<file path="config.mk">
export PLATFORM = sky130hd
export DESIGN_NAME = program_loader
export DESIGN_NICKNAME = d
export VERILOG_FILES = /design/src/rtl/program_loader.sv
export SDC_FILE = /design/constraint.sdc
export NUM_CORES = 1
export LEC_CHECK = 0
export CELL_PAD_IN_SITES_DETAIL_PLACEMENT = 0
export CELL_PAD_IN_SITES_GLOBAL_PLACEMENT = 1
export CORE_UTILIZATION = 40
export DETAILED_ROUTE_END_ITERATION = 7
export PLACE_DENSITY_LB_ADDON = 0.3
export SLEW_MARGIN = 10
export SYNTH_ARGS = -nofsm -noshare
export SYNTH_HDL_FRONTEND = slang
export SYNTH_SLANG_ARGS = --single-unit
</file>
<file path="constraint.sdc">
create_clock -name clk -period 5.3 [get_ports clk]
set_input_delay 0.795 -clock clk [delete_from_list [all_inputs] [get_ports clk]]
set_output_delay 0.795 -clock clk [all_outputs]
set_load 0.01 [all_outputs]
</file>
<file path="src/rtl/program_loader.sv">
// program_loader: boot-time writer for the CPU instruction memory.
// Accepts a framed byte stream (LEN_HI, LEN_LO, N*4 data bytes, 4 checksum
// bytes, all MSB first). Each data word goes to BASE_ADDR + 4*index with a
// single-cycle im_we pulse. The XOR of all data words is compared against the
// trailing checksum. cpu_reset stays high until a load completes cleanly.
// Ports:
//   clk, reset            clock (rising edge), async active-high reset
//   start                 one-cycle pulse that begins a load (ignored while busy)
//   rx_data/valid/ready   byte stream handshake (transfer = valid & ready)
//   im_we/addr/wdata      instruction memory write port
//   cpu_reset             CPU core reset, released only in DONE
//   busy, done, error     load status; done/error sticky until next start/reset
module program_loader #(
  parameter int          ADDR_WIDTH = 8,
  parameter logic [31:0] BASE_ADDR  = 32'h0
) (
  input  logic        clk,
  input  logic        reset,
  input  logic        start,
  input  logic [7:0]  rx_data,
  input  logic        rx_valid,
  output logic        rx_ready,
  output logic        im_we,
  output logic [31:0] im_addr,
  output logic [31:0] im_wdata,
  output logic        cpu_reset,
  output logic        busy,
  output logic        done,
  output logic        error
);

  typedef enum logic [2:0] {
    S_IDLE, S_LEN_HI, S_LEN_LO, S_WORD, S_CHECK, S_DONE, S_ERROR
  } state_t;

  localparam logic [16:0] MAX_N = 17'd1 << ADDR_WIDTH;

  state_t      state, state_n;
  logic [7:0]  len_hi;
  logic [15:0] len;
  logic [16:0] idx;      // one bit wider than len so 2**16 words never wraps
  logic [1:0]  bcnt;
  logic [23:0] asm_q;    // first three bytes of the word being assembled
  logic [31:0] acc;

  logic        xfer, idle_like, last_byte, last_word, busy_n;
  logic [31:0] word;
  logic [15:0] len_in;

  assign xfer      = rx_valid & rx_ready;
  assign word      = {asm_q, rx_data};
  assign len_in    = {len_hi, rx_data};
  assign idle_like = (state == S_IDLE) || (state == S_DONE) || (state == S_ERROR);
  assign last_byte = (bcnt == 2'd3);
  assign last_word = ((idx + 17'd1) == {1'b0, len});

  always_ff @(posedge clk or posedge reset) begin
    if (reset) state <= S_IDLE;
    else       state <= state_n;
  end

  always_comb begin
    state_n = state;
    case (state)
      S_IDLE, S_DONE, S_ERROR: if (start) state_n = S_LEN_HI;
      S_LEN_HI: if (xfer) state_n = S_LEN_LO;
      S_LEN_LO: if (xfer) begin
        if ({1'b0, len_in} > MAX_N) state_n = S_ERROR;
        else if (len_in == 16'd0)   state_n = S_CHECK;
        else                        state_n = S_WORD;
      end
      S_WORD:  if (xfer && last_byte && last_word) state_n = S_CHECK;
      S_CHECK: if (xfer && last_byte) state_n = (word == acc) ? S_DONE : S_ERROR;
      default: state_n = S_IDLE;
    endcase
    busy_n = (state_n == S_LEN_HI) || (state_n == S_LEN_LO) ||
             (state_n == S_WORD)   || (state_n == S_CHECK);
  end

  // Status outputs are registered from the next state so they line up with
  // the state register and need no extra decode after the flop.
  always_ff @(posedge clk or posedge reset) begin
    if (reset) begin
      rx_ready  <= 1'b0;
      im_we     <= 1'b0;
      im_addr   <= BASE_ADDR;
      im_wdata  <= 32'h0;
      cpu_reset <= 1'b1;
      busy      <= 1'b0;
      done      <= 1'b0;
      error     <= 1'b0;
      len_hi    <= 8'h0;
      len       <= 16'h0;
      idx       <= 17'h0;
      bcnt      <= 2'd0;
      asm_q     <= 24'h0;
      acc       <= 32'h0;
    end else begin
      im_we     <= 1'b0;
      rx_ready  <= busy_n;
      busy      <= busy_n;
      done      <= (state_n == S_DONE);
      error     <= (state_n == S_ERROR);
      cpu_reset <= (state_n != S_DONE);
      if (idle_like && start) begin
        idx  <= 17'h0;
        acc  <= 32'h0;
        bcnt <= 2'd0;
      end
      if (xfer) begin
        case (state)
          S_LEN_HI: len_hi <= rx_data;
          S_LEN_LO: len    <= len_in;
          S_WORD, S_CHECK: begin
            // bcnt wraps to 0 after each word, so CHECK starts aligned
            asm_q <= word[23:0];
            bcnt  <= bcnt + 2'd1;
            if (state == S_WORD && last_byte) begin
              im_we    <= 1'b1;
              im_addr  <= BASE_ADDR + {13'd0, idx, 2'b00};
              im_wdata <= word;
              acc      <= acc ^ word;
              idx      <= idx + 17'd1;
            end
          end
          default: ;
        endcase
      end
    end
  end

endmodule

</file>
==> flow_summary.json <==
{
  "p_leak_nw": 4.04,
  "dp_slack_ns": 1.94,
  "cts.sinks": 156,
  "worstSetupPathType": "input port to flop",
  "nFillCells": 1665,
  "muxShareOfSynthArea_pct": 7.20,
  "drt.antenna.violating_nets": 0,
  "r2r-start": "idx[0]",
  "synth.area.top_cells": "dfrtp_1 52%, nand2_1 8.8%, mux2_2 7.2%",
  "skew_ns": 0.0130,
  "cts_root_buffer": "clkbuf_16",
  "die_h_um": 139,
  "power_frac_seq_pct": 44.8,
  "firstDrtPassIters": 6,
  "crit_path_max_incr_delay_ns": 0.68,
  "slew_viol_final": 0,
  "grt_first_pass_wirelength_mm": 29.8,
  "period_share_pct": 56.3,
  "ys_seq_elements": 156,
  "multiInputGateArea_mm2": 0.00330,
  "cts_buffer_depth": 2,
  "grt_usage_pct": 19.6,
  "clkLatencyLatePin_ns": 0.43,
  "rsz0062_at_grt": "no",
  "rr_worst_depth": 9,
  "grt_pass1_vias": 5547,
  "hold_class": "flop to flop",
  "fmax_mhz": 335,
  "postCtsSetupBuffers": 0,
  "startpoint_type": "input port",
  "fin_setup_tns_ns": 0,
  "worstPathArrival_ns": 3.28,
  "outcome": "finished, violations left",
  "worst_hold_path.num_cells": 2,
  "drive_gt1_share_pct": 12.7,
  "initial_utilization_pct": 41.2,
  "grt_antenna_before_repair": 0,
  "hold_violations": 0,
  "synthAdderAreaFrac_pct": 0.333,
  "worstHoldStart": "im_addr[10]",
  "max-vdd-ir-drop_uv": 248,
  "area.growth.synth_to_final_pct": 18.3,
  "switching_share_pct": 31.9,
  "synth-simple-area-share_pct": 21.0,
  "synth_top_area_share_pct": 51.6,
  "path_cells": "clkdlybuf4s50_1 -> nand2b_1 -> o2111ai_1 -> nor4_1 -> nand4_1 -> or4_1 -> a211oi_2 -> nand3b_1 -> xnor2_1",
  "diodes": 0,
  "grt_max_degree": 94,
  "max-slew-margin-rel_pct": 35.5,
  "cts_resized": 0,
  "synth_compound_area_share_pct": 10.6,
  "cts_hold_buffers": 0,
  "cts_tree": "yes",
  "drt_iter0_markers": 426,
  "synth_edf_count": 0,
  "synth-xor-area-share_pct": 3.73,
  "cp-end-kind": "flop",
  "avgViaCountPerCell": 5.22,
  "switching_power_mw": 1.21,
  "portBuffers": 66,
  "syn_area_mm2": 0.00751,
  "regArea_mm2": 0.00391,
  "async_flop_share_pct": 100,
  "cp_max_fo": 8,
  "cts_buffers": 17,
  "yosys.cell_types.count": 53,
  "yosys.area.top_type": "dfrtp_1",
  "hold_ws_ns": 0.469,
  "synthFlopType": "dfrtp_1",
  "gp_congestion": 0.885,
  "seq_area_frac_synth_pct": 52.0,
  "setup_ws_ns": 2.32,
  "htreeDepth": 4,
  "setup_viol": 0,
  "p_per_area_mw_per_mm2": 429,
  "die_w_um": 139,
  "tightestPinTransition_ns": 0.966,
  "dp_hpwl_mm": 12.1,
  "gr-total-overflow": 0,
  "clockPowerShare_pct": 32.9,
  "final_nets": 846,
  "pwr-share-comb_pct": 22.4,
  "timing.rr.end": "busy",
  "num_rows": 49,
  "num_io_pins": 82,
  "critPathBufInv": 1,
  "dr_total_vias": 5606,
  "synth-warning-count": 0,
  "core_region_area_mm2": 0.0182,
  "synth_top_family_by_area": "simple AND/OR/NAND/NOR gates",
  "min_to": "im_addr[10]",
  "postSynthAreaPerCell_um2": 9.58,
  "period_minus_slack_ns": 2.98,
  "drv_cap": 0,
  "r2r_slack_ns": 2.36,
  "wl_per_cell_um": 16.7,
  "dieArea_mm2": 0.0193,
  "violations": "design-rule violations",
  "clkTransAtPathRegs_ns": 0.06,
  "cp.required_ns": 5.60,
  "power_mw": 3.81,
  "routed_wl_mm": 17.9,
  "syn_inst": 784,
  "cp_slowest_cell": "clkdlybuf4s50_1",
  "cp_top_family": "simple AND/OR/NAND/NOR gates",
  "p_int_mw": 2.60,
  "drc_errors": 2
}
power groups by stage:
stage	registers, mW	clock network [mW]	logic, mW
after global placement	1.72	0	0.836
after global routing	1.74	1.33	0.943
after detailed placement	1.73	0	0.856
after floorplan	1.61	0	0.646
final	1.71	1.25	0.853
after CTS	1.71	1.28	0.863
flip-flops by register name, summed over array words and instances, names as in the netlist:
name	flops
acc	32
im_wdata	32
asm_q	24
idx	17
im_addr	17
len	16
len_hi	8
state	3
bcnt	2
busy	1
cpu_reset	1
done	1
error	1
im_we	1
cell type report:
cell class                      instances  area share (%)
Sequential cell                       156            44.0
Multi-Input combinational cell        564            37.2
Timing Repair Buffer                   72            7.95
Clock buffer                           21            5.18
Tap cell                              229            3.23
Clock inverter                         10            1.58
Inverter                               21           0.944
cell usage after synthesis, types with 2 or more instances:
cell type    n
nand2_1    176
dfrtp_1    155
o21ai_0     84
nor2_1      49
mux2_2      48
nand2b_1    45
clkbuf_1    25
xnor2_1     21
buf_4       19
inv_1       19
nand3_1     16
buf_2       11
o2111ai_1   11
xor2_1      11
o21ai_1     10
nand4_1      7
nor4_1       7
o31ai_1      7
a21oi_1      4
and3_1       4
nor3_1       4
a31oi_1      3
and2_1       3
nand3b_1     3
nor3_2       3
a211oi_2     2
a21o_1       2
and3_2       2
buf_1        2
ha_1         2
inv_2        2
nand4_2      2
nor4_4       2
o211ai_1     2
o22ai_1      2
or4_1        2
worst max path at each step:
stage,from,end,slack (ns),cells past startpoint
floorplan,reset,acc[0],0.30,1
global placement,rx_data[0],busy,1.96,9
detailed placement,rx_data[0],busy,1.94,9
CTS,idx[0],error,2.32,9
global route,idx[0],busy,2.01,9
finish,rx_data[0],busy,2.32,9
logic make-up (layout without fill, tap and decap cells):
family,count (synthesis),in the layout
xor+xnor,32,32
flops,156,156
other cells,1,15
mux,48,48
buf+inv,78,124
compound gates,134,134
simple gates,333,333
fa+ha+maj,2,2
placed cells by master (no fill, tap or decap), types with 6 or more instances in the layout:
master	n
mux2_2	48
clkdlybuf4s50_1	66
nand2b_1	45
o31ai_1	7
inv_1	18
nand3_1	16
clkbuf_16	17
xnor2_1	21
buf_4	6
o21ai_0	84
nand4_1	7
o21ai_1	10
nor4_1	7
nand2_1	175
o2111ai_1	11
conb_1	15
xor2_1	11
dfrtp_1	155
nor2_1	49
stage by stage:
stage | cell area, um^2 | util [%] | std cells
5_1_grt | 8880 | 48.8 | 1073
3_3_place_gp | 8280 | 45.5 | 1042
6_report | 8880 | 48.8 | 1073
2_1_floorplan | 7560 | - | 798
4_1_cts | 8880 | 48.8 | 1073
3_5_place_dp | 8280 | 45.5 | 1042
worst register-to-register path: stages (launching register included):
cell	delay (ns)
dfrtp_1	0.56
ha_1	0.43
nand4_2	0.21
nor2_2	0.27
nor2_1	0.08
a2111oi_1	0.33
nand4_1	0.21
o21ai_0	0.43
nand3b_1	0.15
xnor2_1	0.15
metal layers:
| metal | global-route usage, % | vias up | part of all wire [%] |
|---|---|---|---|
| li1 | - | 2722 | - |
| met1 | 25.3 | 2765 | 46 |
| met2 | 32.7 | 96 | 50 |
| met3 | 4.18 | 23 | 2.7 |
| met4 | 6.55 | 0 | 1.9 |
| met5 | 0 | - | 0 |
Power figures use the tool's default switching activity.
